[src/rtl/fsm_seq_rx.sv]
// ============================================================================
// Module   : fsm_seq_rx
// Purpose  : Serial frame receiver. It hunts a 1-0-1 preamble, shifts in a
//            payload MSB first, checks the stop bit and reports good frames.
// Options  : FSM_SEQ_RX_PARITY_EN adds an even-parity bit after the payload.
// Revision : 1.0 - initial release
// ============================================================================
`default_nettype none

module fsm_seq_rx #(
    parameter int DATA_W = 8,
    parameter int CNT_W  = 4
) (
    input  logic              CLK,
    input  logic              R,
    input  logic              s_in,
    output logic [DATA_W-1:0] data_out,
    output logic              valid,
    output logic              frame_err,
    output logic [CNT_W-1:0]  frame_cnt,
    output logic              busy
);

    localparam int                    c_BCNT_W   = $clog2(DATA_W + 1);
    localparam logic [c_BCNT_W-1:0]   c_LAST_BIT = c_BCNT_W'(DATA_W - 1);

    typedef enum logic [2:0] {
        S_IDLE = 3'd0,
        S_PRE1 = 3'd1,
        S_PRE2 = 3'd2,
        S_DATA = 3'd3,
        S_PAR  = 3'd4,
        S_STOP = 3'd5
    } state_t;

    state_t              r_state;
    logic [c_BCNT_W-1:0] r_cnt;
    logic [DATA_W-1:0]   r_shift;
    logic [DATA_W-1:0]   r_data;
    logic                r_valid;
    logic                r_err;
    logic [CNT_W-1:0]    r_frame_cnt;
    logic [DATA_W-1:0]   w_shift_next;
    logic                w_good;

    // New bits enter at the LSB so the first payload bit ends up as the MSB.
    generate
        if (DATA_W == 1) begin : g_shift_one
            assign w_shift_next = s_in;
        end else begin : g_shift_wide
            assign w_shift_next = {r_shift[DATA_W-2:0], s_in};
        end
    endgenerate

`ifdef FSM_SEQ_RX_PARITY_EN
    logic r_par_err;
    // A parity mismatch rejects the frame regardless of the stop bit value.
    assign w_good = !s_in && !r_par_err;
`else
    assign w_good = !s_in;
`endif

    always_ff @(posedge CLK) begin
        if (R) begin
            r_state     <= S_IDLE;
            r_cnt       <= '0;
            r_shift     <= '0;
            r_data      <= '0;
            r_valid     <= 1'b0;
            r_err       <= 1'b0;
            r_frame_cnt <= '0;
`ifdef FSM_SEQ_RX_PARITY_EN
            r_par_err   <= 1'b0;
`endif
        end else begin
            r_valid <= 1'b0;
            r_err   <= 1'b0;
            case (r_state)
                S_IDLE: begin
                    if (s_in) r_state <= S_PRE1;
                end
                S_PRE1: begin
                    if (!s_in) r_state <= S_PRE2;
                end
                S_PRE2: begin
                    if (s_in) begin
                        r_state <= S_DATA;
                        r_cnt   <= '0;
                    end else begin
                        r_state <= S_IDLE;
                    end
                end
                S_DATA: begin
                    r_shift <= w_shift_next;
                    r_cnt   <= r_cnt + c_BCNT_W'(1);
                    if (r_cnt == c_LAST_BIT) begin
`ifdef FSM_SEQ_RX_PARITY_EN
                        r_state <= S_PAR;
`else
                        r_state <= S_STOP;
`endif
                    end
                end
                S_PAR: begin
`ifdef FSM_SEQ_RX_PARITY_EN
                    r_par_err <= ^{r_shift, s_in};
                    r_state   <= S_STOP;
`else
                    r_state   <= S_IDLE;
`endif
                end
                S_STOP: begin
                    if (w_good) begin
                        r_data      <= r_shift;
                        r_valid     <= 1'b1;
                        r_frame_cnt <= r_frame_cnt + CNT_W'(1);
                    end else begin
                        r_err       <= 1'b1;
                    end
                    r_state <= S_IDLE;
                end
                default: begin
                    r_state <= S_IDLE;
                end
            endcase
        end
    end

    assign data_out  = r_data;
    assign valid     = r_valid;
    assign frame_err = r_err;
    assign frame_cnt = r_frame_cnt;
    assign busy      = (r_state != S_IDLE);

endmodule

`default_nettype wire

[config.mk]
export PLATFORM = sky130hd
export DESIGN_NAME = fsm_seq_rx
export DESIGN_NICKNAME = d
export VERILOG_FILES = /design/src/rtl/fsm_seq_rx.sv
export SDC_FILE = /design/constraint.sdc
export NUM_CORES = 1
export LEC_CHECK = 0
export BUFFER_PORTS_ARGS = -buffer_cell sky130_fd_sc_hd__buf_2
export CAP_MARGIN = 20
export CORE_MARGIN = 4
export CORE_UTILIZATION = 58
export CTS_BUF_LIST = sky130_fd_sc_hd__clkbuf_4 sky130_fd_sc_hd__clkbuf_8 sky130_fd_sc_hd__clkbuf_16
export DETAILED_ROUTE_END_ITERATION = 8
export PLACE_DENSITY_LB_ADDON = 0.2
export SYNTH_ARGS = -nofsm -noshare
export SYNTH_HDL_FRONTEND = slang
export SYNTH_SLANG_ARGS = --single-unit
[constraint.sdc]
create_clock -name CLK -period 4.2 [get_ports CLK]
set_clock_uncertainty 0.1 [all_clocks]
set_input_delay 0.63 -clock CLK [delete_from_list [all_inputs] [get_ports CLK]]
set_output_delay 0.63 -clock CLK [all_outputs]
set_load 0.03 [all_outputs]
== Yosys cells after proc, flatten, opt, wreduce, memory -nomap -nowiden ==
Cells that the tools add are included.
Word-level totals
  register bits after elaboration: 29
  bits of input ports: 3
  output and inout bits: 15
  logic and storage cells: 36
Cells by class
  $add $sub $neg: 2
  eq/ne operators: 9
  muxes and demuxes: 9
  bitwise operators: 2
  reductions and logical operators: 7
Operator list (number)
  $pmux 3 s4: 1
  $mux 3: 3
  $add 4x1->4 const B: 2
  $ne 2x2->1 const B: 4
  $pmux 4 s2: 1
  $eq 3x2->1 const B: 2
  $eq 4x3->1 const B: 1
  $mux 4: 1
  $reduce_and 2->1: 2
  $eq 3x1->1 const B: 1
  $eq 3x3->1 const B: 1
  $logic_not 3->1: 1
  $reduce_and 3->1: 1
  $reduce_bool 3->1: 1
  $mux 1: 2
  $mux 2: 1
  $not 1->1: 2
  $reduce_bool 2->1: 1
  $reduce_or 2->1: 1

== Logic depth before layout (Yosys ltp) ==
  depth after elaboration: 3
  mapped depth: 5
  depth with buffers taken out: 4

== Worst setup path before layout ==
No wires, ideal clock.
  path type: reg-to-output
  start point: reg r_state[1]
  end point: out busy
  arrival time: 0.924 ns
  required time: 3.470 ns
  setup slack: 2.546 ns
  cell stages (with the launch flop): 3
  path buffers: 1
  cells stage by stage: dfxtp_1 -> buf_4 -> or3_1
Between the ends
  cells in the longest elaborated chain, start to end: 1
RTL lines
  start, declared: line 36  | state_t r_state;
  start signal, assigned: line 65  | r_state <= S_IDLE;
  start signal, assigned: line 80  | if (s_in) r_state <= S_PRE1;
  start signal, assigned: line 83  | if (!s_in) r_state <= S_PRE2;
  $reduce_bool 3->1: line 133  | assign busy = (r_state != S_IDLE);
  end, declared: line 21  | output logic busy
No other way between the ends.

== Worst setup path after layout ==
Ends and elaborated chain as after synthesis.

==> summary.md <==
| Metric | Value |
|---|---|
| Asr flop ratio synth | `0` |
| Routability cong. | `0.748` |
| Number of diodes | `0` |
| Gr usage total | `0.197` |
| Routed wire length per instance | `12.3 µm` |
| Crit path DAT | `1.30 ns` |
| Clock latency on the worst-skew pair | `0.32 ns` |
| Mapped Area | `0.00115 mm²` |
| Syn-to-layout area delta | `11.2%` |
| Slew @ Worst Pin | `0.546 ns` |
| Initial antenna violation count | `0` |
| Synth area leader | `dfxtp_1` |
| Synth Flop Type | `dfxtp_1` |
| Leak | `0.476 nW` |
| Setup crit start kind | `flop` |
| Final Util | `0.712` |
| IO Port Bufs | `17` |
| Setup crit end kind | `output port` |
| Final hold vios | `0` |
| Fillcell total | `151` |
| Cell row count | `15` |
| Starting Density | `0.640` |
| Post-synth top area share | `0.503` |
| RSZ-0062 raised after global routing | `no` |
| Footprint of the multi-input gates | `519 µm²` |
| Worst setup path category | `reg -> out` |
| First-pass GRT wire length | `3910 µm` |
| Ranking of synthesized cells by area | `dfxtp_1 50%, nand2_1 12%, a21oi_1 10%` |
| Largest net degree at the start of global routing | `30` |
| Highest clock rate | `492 MHz` |
| Register Area | `581 µm²` |
| Worst VDD drop | `0.259 mV` |
| Die Ht | `52.6 µm` |
| Max-Cap Viols | `0` |
| Final Slew Violations | `0` |
| Vias per cell | `5.44` |
| Fin crit share | `0.484` |
| CTS Hold Bufs | `0` |
| Sequential area share after synthesis | `0.503` |
| Hold slack final | `0.359 ns` |
| Starting DRT DRC Count | `22` |
| DRC viols | `0` |
| Share of layout cells above drive strength 1 | `0.190` |
| Total Nets Final | `157` |
| CTS tree | `yes` |
| Clock slew at reported path FFs | `0.08 ns` |
| Post-Syn Nets | `141` |
| Avg Synthesized Cell Area | `8.48 µm²` |
| Die area | `0.00277 mm²` |
| Final total power | `0.455 mW` |
| Htree depth | `2` |
| Hold Crit Class | `reg -> reg` |
| Netlist cell types | `28` |
| I/O pins | `18` |
| Final Critical Period | `2.03 ns` |
| Slew Limit Headroom | `0.634` |
| Clock root buffer | `clkbuf_4` |
| Power Dens Cells | `354 mW/mm²` |
| Cells on Worst Hold Path | `2` |
| Status | `finished, final reports clean` |
| Vias in the first global route | `893` |
| FF+latch count, synth | `29` |
| GR Overflow Total | `0` |
| Required @ worst endpoint | `3.47 ns` |
| Final setup fails | `0` |
| Core area | `0.00180 mm²` |
| Post-cts repair resize count | `0` |
| CTS buffer count | `5` |
| Setup TNS Final | `0 ns` |
| CTS max path bufs | `2` |
| Final Instance Area | `0.00128 mm²` |
| Dpl hpwl | `1510 µm` |
| CP Max Fanout | `11` |
| Cell with the most instances after synthesis | `nand2_1` |
| Placed Area | `0.00123 mm²` |
| Ys Warns | `0` |
| Post-route ant nets | `0` |
| Reg2Reg Setup Slack | `2.28 ns` |
| Total wire length | `2190 µm` |
| Syn Inst Count | `136` |
| DRT Pass-1 Iters | `4` |
| Vias | `969` |
| Most frequent cells after synthesis | `36 x nand2_1, 29 x dfxtp_1, 23 x a21oi_1, 7 x o21ai_0` |
| R2R cell count | `3` |
| Die span in x | `52.6 µm` |
| Post-synth EDFFs | `0` |
| Postcts setup bufs | `0` |
| Clock sink count | `29` |
[power by group]
part	switching (mW)	internal, mW	leakage [nW]	total [mW]
sequential	0.00296	0.276	0.234	0.279
combinational	0.00927	0.00398	0.207	0.0132
clock	0.0925	0.0701	0.0354	0.163
total	0.105	0.350	0.476	0.455
[critical path, stage by stage, from the launching register on]
cell and delay, ns:
dfxtp_1 0.43, or3_1 0.38, buf_2 0.18
[registers in the layout, indices dropped and copies added (netlist names)]
name	cells
frame_cnt	4
data_out	8
r_state	3
frame_err	1
r_shift	8
r_cnt	4
valid	1
[cells in the final DEF (no fill, tap or decap)]
master,Yosys,layout
ha_1,2,2
o21ai_0,7,7
nor3_1,2,2
a21oi_1,23,23
nand2_1,36,36
nor2_1,4,4
nor4bb_1,1,1
nand2b_1,1,1
a31oi_1,1,1
and4bb_2,1,1
inv_1,1,1
dfxtp_1,29,29
clkinv_2,0,2
or3_1,3,3
or4b_1,1,1
nand3_1,3,3
a32oi_1,1,1
nand3b_1,1,1
nor2b_1,2,2
nor4_1,1,1
nand4bb_1,1,1
buf_4,1,1
nand4b_1,3,3
buf_2,4,17
nand2b_4,1,1
clkbuf_4,0,6
xnor2_1,1,1
and3b_2,1,1
[through the flow]
| step | setup slack (ns) | std cells |
|---|---|---|
| global route | 2.06 | 178 |
| floorplan | 2.55 | 136 |
| CTS | 2.17 | 178 |
| finish | 2.17 | 178 |
| global placement | 2.11 | 170 |
| detailed placement | 2.01 | 170 |
[final cells by class]
cell class | count | share of cell area
inverters | 1 | 0.00293
clock inverters | 2 | 0.00780
multi-input cells | 97 | 0.405
well taps | 25 | 0.0244
repair buffers | 18 | 0.0722
flip-flops and latches | 29 | 0.453
clock buffers | 6 | 0.0351
[per-layer routing]
metal	vias to the layer above	track usage	wire (µm)
li1	501	-	-
met1	440	0.245	976
met2	22	0.304	1070
met3	6	0.0598	108
met4	0	0.102	41
met5	-	0	0
[path summary, 6_finish.rpt]
kind	startpoint	endpoint
hold reg to reg	data_out[2]	data_out[2]
setup / recovery	r_state[1]	busy
hold / removal	data_out[2]	data_out[2]
setup reg to reg	r_state[0]	frame_cnt[3]
[cells by family after synthesis]
logic type	Yosys count	synth area share
buffers and inverters	10	0.0466
XOR/XNOR	1	0.00759
AO/OA/AOI/OAI	32	0.143
adder cells (fa/ha/maj)	2	0.0217
flip-flops	29	0.503
AND/OR/NAND/NOR	62	0.278
(Power assumes the default switching activity.)
